[config.mk]
export PLATFORM = sky130hd
export DESIGN_NAME = tape_port_arbiter
export DESIGN_NICKNAME = d
export VERILOG_FILES = /design/src/rtl/tape_pkg.sv /design/src/rtl/tape_port_arbiter.sv
export SDC_FILE = /design/constraint.sdc
export NUM_CORES = 1
export LEC_CHECK = 0
export CELL_PAD_IN_SITES_DETAIL_PLACEMENT = 2
export CELL_PAD_IN_SITES_GLOBAL_PLACEMENT = 2
export CORE_ASPECT_RATIO = 1.1
export CORE_UTILIZATION = 25
export DETAILED_ROUTE_END_ITERATION = 12
export PLACE_DENSITY = 0.75
export SETUP_SLACK_MARGIN = 0.05
export SLEW_MARGIN = 10
export SYNTH_ARGS = -nofsm -noshare
export SYNTH_HDL_FRONTEND = slang
export SYNTH_SLANG_ARGS = --single-unit
[constraint.sdc]
create_clock -name clk -period 2.6 [get_ports clk]
set_input_delay 0.52 -clock clk [delete_from_list [all_inputs] [get_ports clk]]
set_output_delay 0.52 -clock clk [all_outputs]
set_load 0.02 [all_outputs]
[src/rtl/tape_pkg.sv]
// Shared types and widths for the tape RAM arbiter.
// Grant encoding plus default address/data widths.
package tape_pkg;

  localparam int ADDR_W   = 14;
  localparam int DATA_W   = 8;
  localparam int MAX_WAIT = 4;

  typedef enum logic [1:0] {
    GNT_NONE,
    GNT_VGA,
    GNT_CPU_RD,
    GNT_CPU_WR
  } grant_t;

  function automatic logic is_cpu(grant_t g);
    return (g == GNT_CPU_RD) ||
           (g == GNT_CPU_WR);
  endfunction

endpackage

[src/rtl/tape_port_arbiter.sv]
// Single-port tape RAM arbiter: cpu_core (rd/wr) vs VGA scanout (rd).
// A tagged one-cell cache serves repeated scanout reads; CPU wait is bounded.
//
// Ports:
//   clk, resetn              pixel clock, async active-low reset
//   cpu_req/we/addr/wdata    CPU request, held until cpu_ack
//   cpu_ack, cpu_rdata       one-cycle completion, read data
//   vga_addr, vga_cell       scanout address, cached cell (registered)
//   ram_addr/we/wdata        RAM command (combinational from grant)
//   ram_rdata                RAM data, one cycle after address
module tape_port_arbiter #(
  parameter int ADDR_W   = tape_pkg::ADDR_W,
  parameter int DATA_W   = tape_pkg::DATA_W,
  parameter int MAX_WAIT = tape_pkg::MAX_WAIT
) (
  input  logic              clk,
  input  logic              resetn,
  input  logic              cpu_req,
  input  logic              cpu_we,
  input  logic [ADDR_W-1:0] cpu_addr,
  input  logic [DATA_W-1:0] cpu_wdata,
  output logic              cpu_ack,
  output logic [DATA_W-1:0] cpu_rdata,
  input  logic [ADDR_W-1:0] vga_addr,
  output logic [DATA_W-1:0] vga_cell,
  output logic [ADDR_W-1:0] ram_addr,
  output logic              ram_we,
  output logic [DATA_W-1:0] ram_wdata,
  input  logic [DATA_W-1:0] ram_rdata
);

  import tape_pkg::*;

  localparam int SW = $clog2(MAX_WAIT + 1);
  localparam logic [SW-1:0] W_MAX = SW'(MAX_WAIT);

  grant_t            r_iss;
  logic [ADDR_W-1:0] r_iss_addr;
  logic [ADDR_W-1:0] r_tag;
  logic              r_tag_valid;
  logic [DATA_W-1:0] r_cell;
  logic [DATA_W-1:0] r_rdata;
  logic              r_ack;
  logic [SW-1:0]     r_starve;

  grant_t            w_gnt;
  grant_t            w_cpu_gnt;
  logic              w_fetch;
  logic              w_tag_v;
  logic [ADDR_W-1:0] w_tag;
  logic              w_miss;
  logic              w_elig;
  logic              w_force;
  logic              w_wr_hit;

  // A VGA fetch in flight counts as the tag already, so a held
  // address is not fetched twice and a write to it is not lost.
  assign w_fetch   = (r_iss == GNT_VGA);
  assign w_tag_v   = r_tag_valid | w_fetch;
  assign w_tag     = w_fetch ? r_iss_addr : r_tag;
  assign w_miss    = !w_tag_v || (vga_addr != w_tag);
  assign w_elig    = cpu_req & ~r_ack;
  assign w_force   = w_elig && (r_starve == W_MAX);
  assign w_cpu_gnt = cpu_we ? GNT_CPU_WR : GNT_CPU_RD;
  assign w_wr_hit  = (w_gnt == GNT_CPU_WR) && w_tag_v &&
                     (cpu_addr == w_tag);

  always_comb begin
    w_gnt = GNT_NONE;
    if (w_force)     w_gnt = w_cpu_gnt;
    else if (w_miss) w_gnt = GNT_VGA;
    else if (w_elig) w_gnt = w_cpu_gnt;
  end

  always_comb begin
    ram_addr  = '0;
    ram_we    = 1'b0;
    ram_wdata = '0;
    if (resetn) begin
      ram_wdata = cpu_wdata;
      case (w_gnt)
        GNT_CPU_RD: ram_addr = cpu_addr;
        GNT_CPU_WR: begin
          ram_addr = cpu_addr;
          ram_we   = 1'b1;
        end
        default:    ram_addr = vga_addr;
      endcase
    end
  end

  always_ff @(posedge clk or negedge resetn) begin
    if (!resetn) begin
      r_iss       <= GNT_NONE;
      r_iss_addr  <= '0;
      r_tag       <= '0;
      r_tag_valid <= 1'b0;
      r_cell      <= '0;
      r_rdata     <= '0;
      r_ack       <= 1'b0;
      r_starve    <= '0;
    end else begin
      r_iss      <= w_gnt;
      r_iss_addr <= ram_addr;
      r_ack      <= is_cpu(w_gnt);
      if (r_iss == GNT_CPU_RD)
        r_rdata <= ram_rdata;
      if (w_fetch) begin
        r_tag       <= r_iss_addr;
        r_tag_valid <= 1'b1;
      end
      if (w_wr_hit)
        r_cell <= cpu_wdata;
      else if (w_fetch)
        r_cell <= ram_rdata;
      if (!cpu_req || is_cpu(w_gnt))
        r_starve <= '0;
      else if (w_elig && (w_gnt == GNT_VGA) &&
               (r_starve != W_MAX))
        r_starve <= r_starve + SW'(1);
    end
  end

  assign cpu_ack   = r_ack;
  assign cpu_rdata = (r_iss == GNT_CPU_RD) ? ram_rdata : r_rdata;
  assign vga_cell  = r_cell;

endmodule

# Word level (Yosys, flattened, before mapping)
# Index checks and enable logic that the tools add are counted.
# word_totals
ff_bits,51
inputBits,48
out_inout_bits,40
# op_classes
add_sub_neg,1
n_eq_ne,9
muxes,15
bitwise,3
reduce_logical,13
# op_table
op,n
14-bit 2-to-1 mux,3
8-bit 2-to-1 mux,4
14-bit equality test,1
14-bit inequality test,1
2-bit equality test (second input constant),3
2-bit 2-to-1 mux,3
3-bit 2-to-1 mux,2
1-bit logical AND,5
2-bit by 1-bit equality test with 1-bit output (second input constant),2
2-bit nonzero test,2
3-bit by 1-bit adder with 3-bit output (second input constant),1
3-bit equality test (second input constant),1
1-bit logical OR,3
1-bit 2-to-1 mux,3
3-bit inequality test (second input constant),1
1-bit zero test,2
2-bit OR reduction,1
1-bit bitwise AND,1
1-bit inverter,1
1-bit bitwise OR,1

# Longest topological paths before layout
# logic_depth
ltp_word,11
depth_mapped,10
ltp_nobuf,7

# Worst setup path after synthesis
# No wires, ideal clock.
# synth_path
kind,flip-flop to output port
startpoint,register r_iss[1]
endpoint,output port ram_addr[0]
arrival_ps,2625
required_time_ps,2080
slack_ps,-545
stages_incl_launch_ff,10
path_cell_list,dfrtp_1 -> nand2b_1 -> buf_6 -> mux2_4 -> xor2_1 -> nor4_1 -> nand4_1 -> nand2_1 -> buf_2 -> mux2i_1
# synth_via
elab_chain_cells,10
# synth_lines
item,line_no,rtl
from (decl),tape_port_arbiter.sv:37,grant_t r_iss;
from (signal assigned),tape_port_arbiter.sv:103,r_iss <= w_gnt;
2-bit by 1-bit equality test with 1-bit output *,tape_port_arbiter.sv:58,assign w_fetch = (r_iss == GNT_VGA);
14-bit 2-to-1 mux *,-,
named net w_tag[13],tape_port_arbiter.sv:50,logic [ADDR_W-1:0] w_tag;
14-bit inequality test *,tape_port_arbiter.sv:61,assign w_miss = !w_tag_v || (vga_addr != w_tag);
1-bit logical OR *,tape_port_arbiter.sv:61,
2-bit 2-to-1 mux *,tape_port_arbiter.sv:71,else if (w_miss) w_gnt = GNT_VGA;
2-bit 2-to-1 mux *,tape_port_arbiter.sv:70,if (w_force) w_gnt = w_cpu_gnt;
named net w_gnt[1],tape_port_arbiter.sv:46,grant_t w_gnt;
2-bit equality test,tape_port_arbiter.sv:81,case (w_gnt)
2-bit OR reduction (no source line) *,-,
14-bit 2-to-1 mux *,tape_port_arbiter.sv:81,
14-bit 2-to-1 mux *,tape_port_arbiter.sv:79,if (resetn) begin
to (decl),tape_port_arbiter.sv:26,"output logic [ADDR_W-1:0] ram_addr,"
# Mark *: on every way through the listed nets, which the timed path passes. The rest lies on a longest branch.

# Final worst setup path
# layout_path
startpoint,register r_iss[1]
endpoint,output port ram_addr[7]
# layout_via
elab_chain_cells,10
# layout_lines
item,line_no
2-bit by 1-bit equality test with 1-bit output *,tape_port_arbiter.sv:58
14-bit 2-to-1 mux *,-
named net w_tag[13],tape_port_arbiter.sv:50
14-bit inequality test *,tape_port_arbiter.sv:61
1-bit logical OR *,tape_port_arbiter.sv:61
2-bit 2-to-1 mux *,tape_port_arbiter.sv:71
2-bit 2-to-1 mux *,tape_port_arbiter.sv:70
2-bit equality test,tape_port_arbiter.sv:81
2-bit OR reduction (no source line) *,-
14-bit 2-to-1 mux *,tape_port_arbiter.sv:81
14-bit 2-to-1 mux *,tape_port_arbiter.sv:79
# Marks and branches as above.

==> impl_metrics.py <==
metrics = {
    "finish": {
        "final_common_cell": "buf_4",
        "final_area_um2": 5355,
        "num_antenna_cells": 0,
        "layout-drive-gt1-share_pct": 37.07,
        "final_cell_mix": "buf_4, nand2_1, clkdlybuf4s50_1",
        "finalNetCount": 548,
        "synthToLayoutAreaGrowth_pct": 81.20,
        "stdcell_count": 649,
    },
    "worst_hold_path": {
        "hp-class": "in2async",
    },
    "yosys": {
        "synth-seq-area-share_pct": 43.18,
        "synthesis.nets": 362,
        "postSynthAreaPerCell_um2": 9.472,
        "yosysUniqueCellTypes": 43,
        "async_reset_ff_share_pct": 100.0,
        "synth_edf_count": 0,
        "syn_inst": 312,
        "synth_seq_cells": 51,
        "syn-cell-area_um2": 2955,
        "synth_ff_type": "dfrtp_1",
        "yosys_warnings": 0,
    },
    "outcome": {
        "status": "complete, but fails checks",
        "violations": "negative setup slack",
    },
    "cts": {
        "hold_buffers": 0,
        "clk_pin_slew_worst_paths_ns": 0.08,
        "clock_sinks": 51,
        "clockRootBuffer": "clkbuf_16",
        "clock_latency_ns": 0.31,
        "cts_buffers": 5,
        "cts_tree": "done",
        "htree_levels": 2,
        "cts.path.max_buffers": 2,
    },
    "grt": {
        "antenna_found_initial": 0,
        "grt_pass1_wl_mm": 20.43,
        "grt_max_degree": 22,
        "grt_pass1_vias": 3583,
        "use_met1_pct": 26.37,
        "grtUsageTotal_pct": 22.41,
        "overflow": 0,
        "use_met2_pct": 42.05,
        "top_usage_layer": "met2",
        "grtUsageMet3_pct": 2.812,
    },
    "sta": {
        "setup_viol": 34,
        "setup_slack_ns": -0.8903,
        "finClkSkew_ns": 0.007221,
        "hold_viol_final": 0,
        "rsz0062_at_grt": "true",
        "worst_pin_slew_ns": 0.4915,
        "setup-tns-final_ns": -18.89,
        "period_needed_ns": 3.490,
        "period_share_pct": 134.2,
        "report.final.slew_viol_count": 0,
        "fmax_mhz": 286.5,
        "slew_headroom_pct": 66.39,
    },
    "placed_design": {
        "pre_cts_ws_ns": -1.577,
        "detailed_place_hpwl_mm": 9.008,
        "placed_area_um2": 4791,
        "gp_congestion": 0.8027,
        "place_inst": 619,
        "io_buffers": 87,
    },
    "pwr": {
        "p_leak_nw": 2.391,
        "ir_drop_mv": 0.2511,
        "power_density_nw_per_um2": 423.9,
    },
    "die": {
        "die_w_um": 105.7,
        "dieArea_um2": 12260,
        "design.portCount": 88,
        "rows": 41,
        "initial_core_util_pct": 25.72,
        "die_y_um": 116.0,
        "core_um2": 11490,
    },
    "worst_setup_path": {
        "cpMaxStageDelayCell": "dfrtp_1",
        "start_kind": "flop",
        "critical_path_required_ns": 2.08,
        "crit_start": "r_iss[1]$_DFF_PN0_",
        "reg2reg_from": "r_iss[1]$_DFF_PN0_",
        "critPathMaxFanout": 6,
        "path_cells": "nand2b_4 > buf_6 > buf_6 > mux2_4 > xor2_1 > nor4_2 > nand4_1 > nand2_4 > buf_12 > mux2i_4 > buf_6",
        "cpPeakStageDelay_ns": 0.43,
        "end_kind": "output pin",
        "cpMostUsedCell": "buf_6",
        "critical_path_class": "reg2out",
        "arrival_ns": 2.97,
    },
    "routing": {
        "route.detailed.drc": 0,
        "first_pass_iters": 4,
        "antenna_left": 0,
        "wl_per_cell_um": 20.46,
        "dr_total_vias": 3061,
        "drt-total-wl_mm": 13.28,
        "drtIter0Drc": 85,
        "viasPerCell": 4.716,
    },
    "flow_run": {
        "maxCapViolations": 0,
    },
}
## layout make-up
cell class              instances  area [µm²]
clock buffers                   5       125.1
clock inverters                 3       26.28
fillers                      1210        6136
inverters                      15       56.30
multi-input cells             234        1869
flip-flops and latches         51        1277
well taps                     150       187.7
repair buffers                191        1813
## where the power goes
group	internal (W)	switching [W]	total (W)
clock network	0.000367	0.000359	0.000726
registers	0.000841	0.0000344	0.000875
logic	0.000347	0.000322	0.000669
## registers in the layout (all words and copies together) (netlist names)
register / flops
r_iss_addr: 14
r_tag: 14
r_rdata: 8
vga_cell: 8
r_starve: 3
r_iss: 2
cpu_ack: 1
r_tag_valid: 1
## metrics by stage
step                      hold slack (ns)  utilization [%]  power [W]
final                             0.06128            46.60   0.002270
after global routing              0.06123            46.60   0.002366
after CTS                         0.05819            45.61   0.002269
after detailed placement           0.3913            41.69   0.001481
after global placement             0.3922            41.69   0.001451
after floorplan                    0.2244                -   0.001132
## synthesized netlist by cell type, types with 2 or more instances
library cell	instances	area share [%]
a2111oi_0	5	1.5
a211oi_1	2	0.51
a21boi_0	2	0.51
a21oi_1	7	1.2
a221oi_1	2	0.59
a22oi_1	3	0.76
a31oi_1	2	0.42
and2_1	10	2.1
buf_1	2	0.25
buf_2	2	0.34
buf_6	2	0.76
clkbuf_1	6	0.76
dfrtp_1	51	43
ha_1	2	0.85
inv_1	15	1.9
mux2_2	19	7.2
mux2i_1	17	5.8
nand2_1	80	10
nand2b_1	7	1.5
nand3_1	3	0.51
nand4b_1	2	0.59
nor2_1	7	0.89
nor2b_1	10	2.1
nor3_1	4	0.68
o2111ai_1	3	0.89
o21ai_0	6	1.0
or2_2	4	0.85
xnor2_1	8	2.4
xor2_1	15	4.4
## per-layer routing
metal | vias up | part of all wire [%]
met3 | 16 | 2.8
met5 | - | 0
li1 | 1424 | -
met1 | 1550 | 41
met4 | 0 | 2.0
met2 | 71 | 54
## logic make-up after synthesis
| group | Yosys count | share of synthesized area (%) |
|---|---|---|
| compound gates | 37 | 9.484 |
| buf+inv | 27 | 4.022 |
| mux | 38 | 14.27 |
| simple gates | 134 | 21.38 |
| xor+xnor | 23 | 6.816 |
| flops | 51 | 43.18 |
| fa+ha+maj | 2 | 0.8466 |
## repair_timing
item | in CTS | in global routing
buffers inserted | 16 | 6
setup endpoints to repair | 49 | 37
pin swaps | 9 | 4
resized for setup | 140 | 18
## critical path, delay by kind of cell, from the launching register on
kind	cells	cell delay, ns
xor gates and xnor gates	1	0.16
buffers and inverters	4	0.58
DFF	1	0.43
muxes	2	0.56
and+or+nand+nor	4	0.92
## worst paths after layout
path	end	slack, ns	depth (start not counted)
worst max-delay path	ram_addr[7]	-0.89	11
worst min-delay path	r_tag[1]$_DFF_PN0_	0.06	1
worst max register to register	vga_cell[2]$_DFFE_PN0P_	-0.57	13
worst min register to register	r_rdata[6]$_DFF_PN0_	0.50	1
max in group asynchronous	vga_cell[3]$_DFFE_PN0P_	1.91	4
min in group clk	r_rdata[6]$_DFF_PN0_	0.50	1
(Power assumes the default switching activity.)
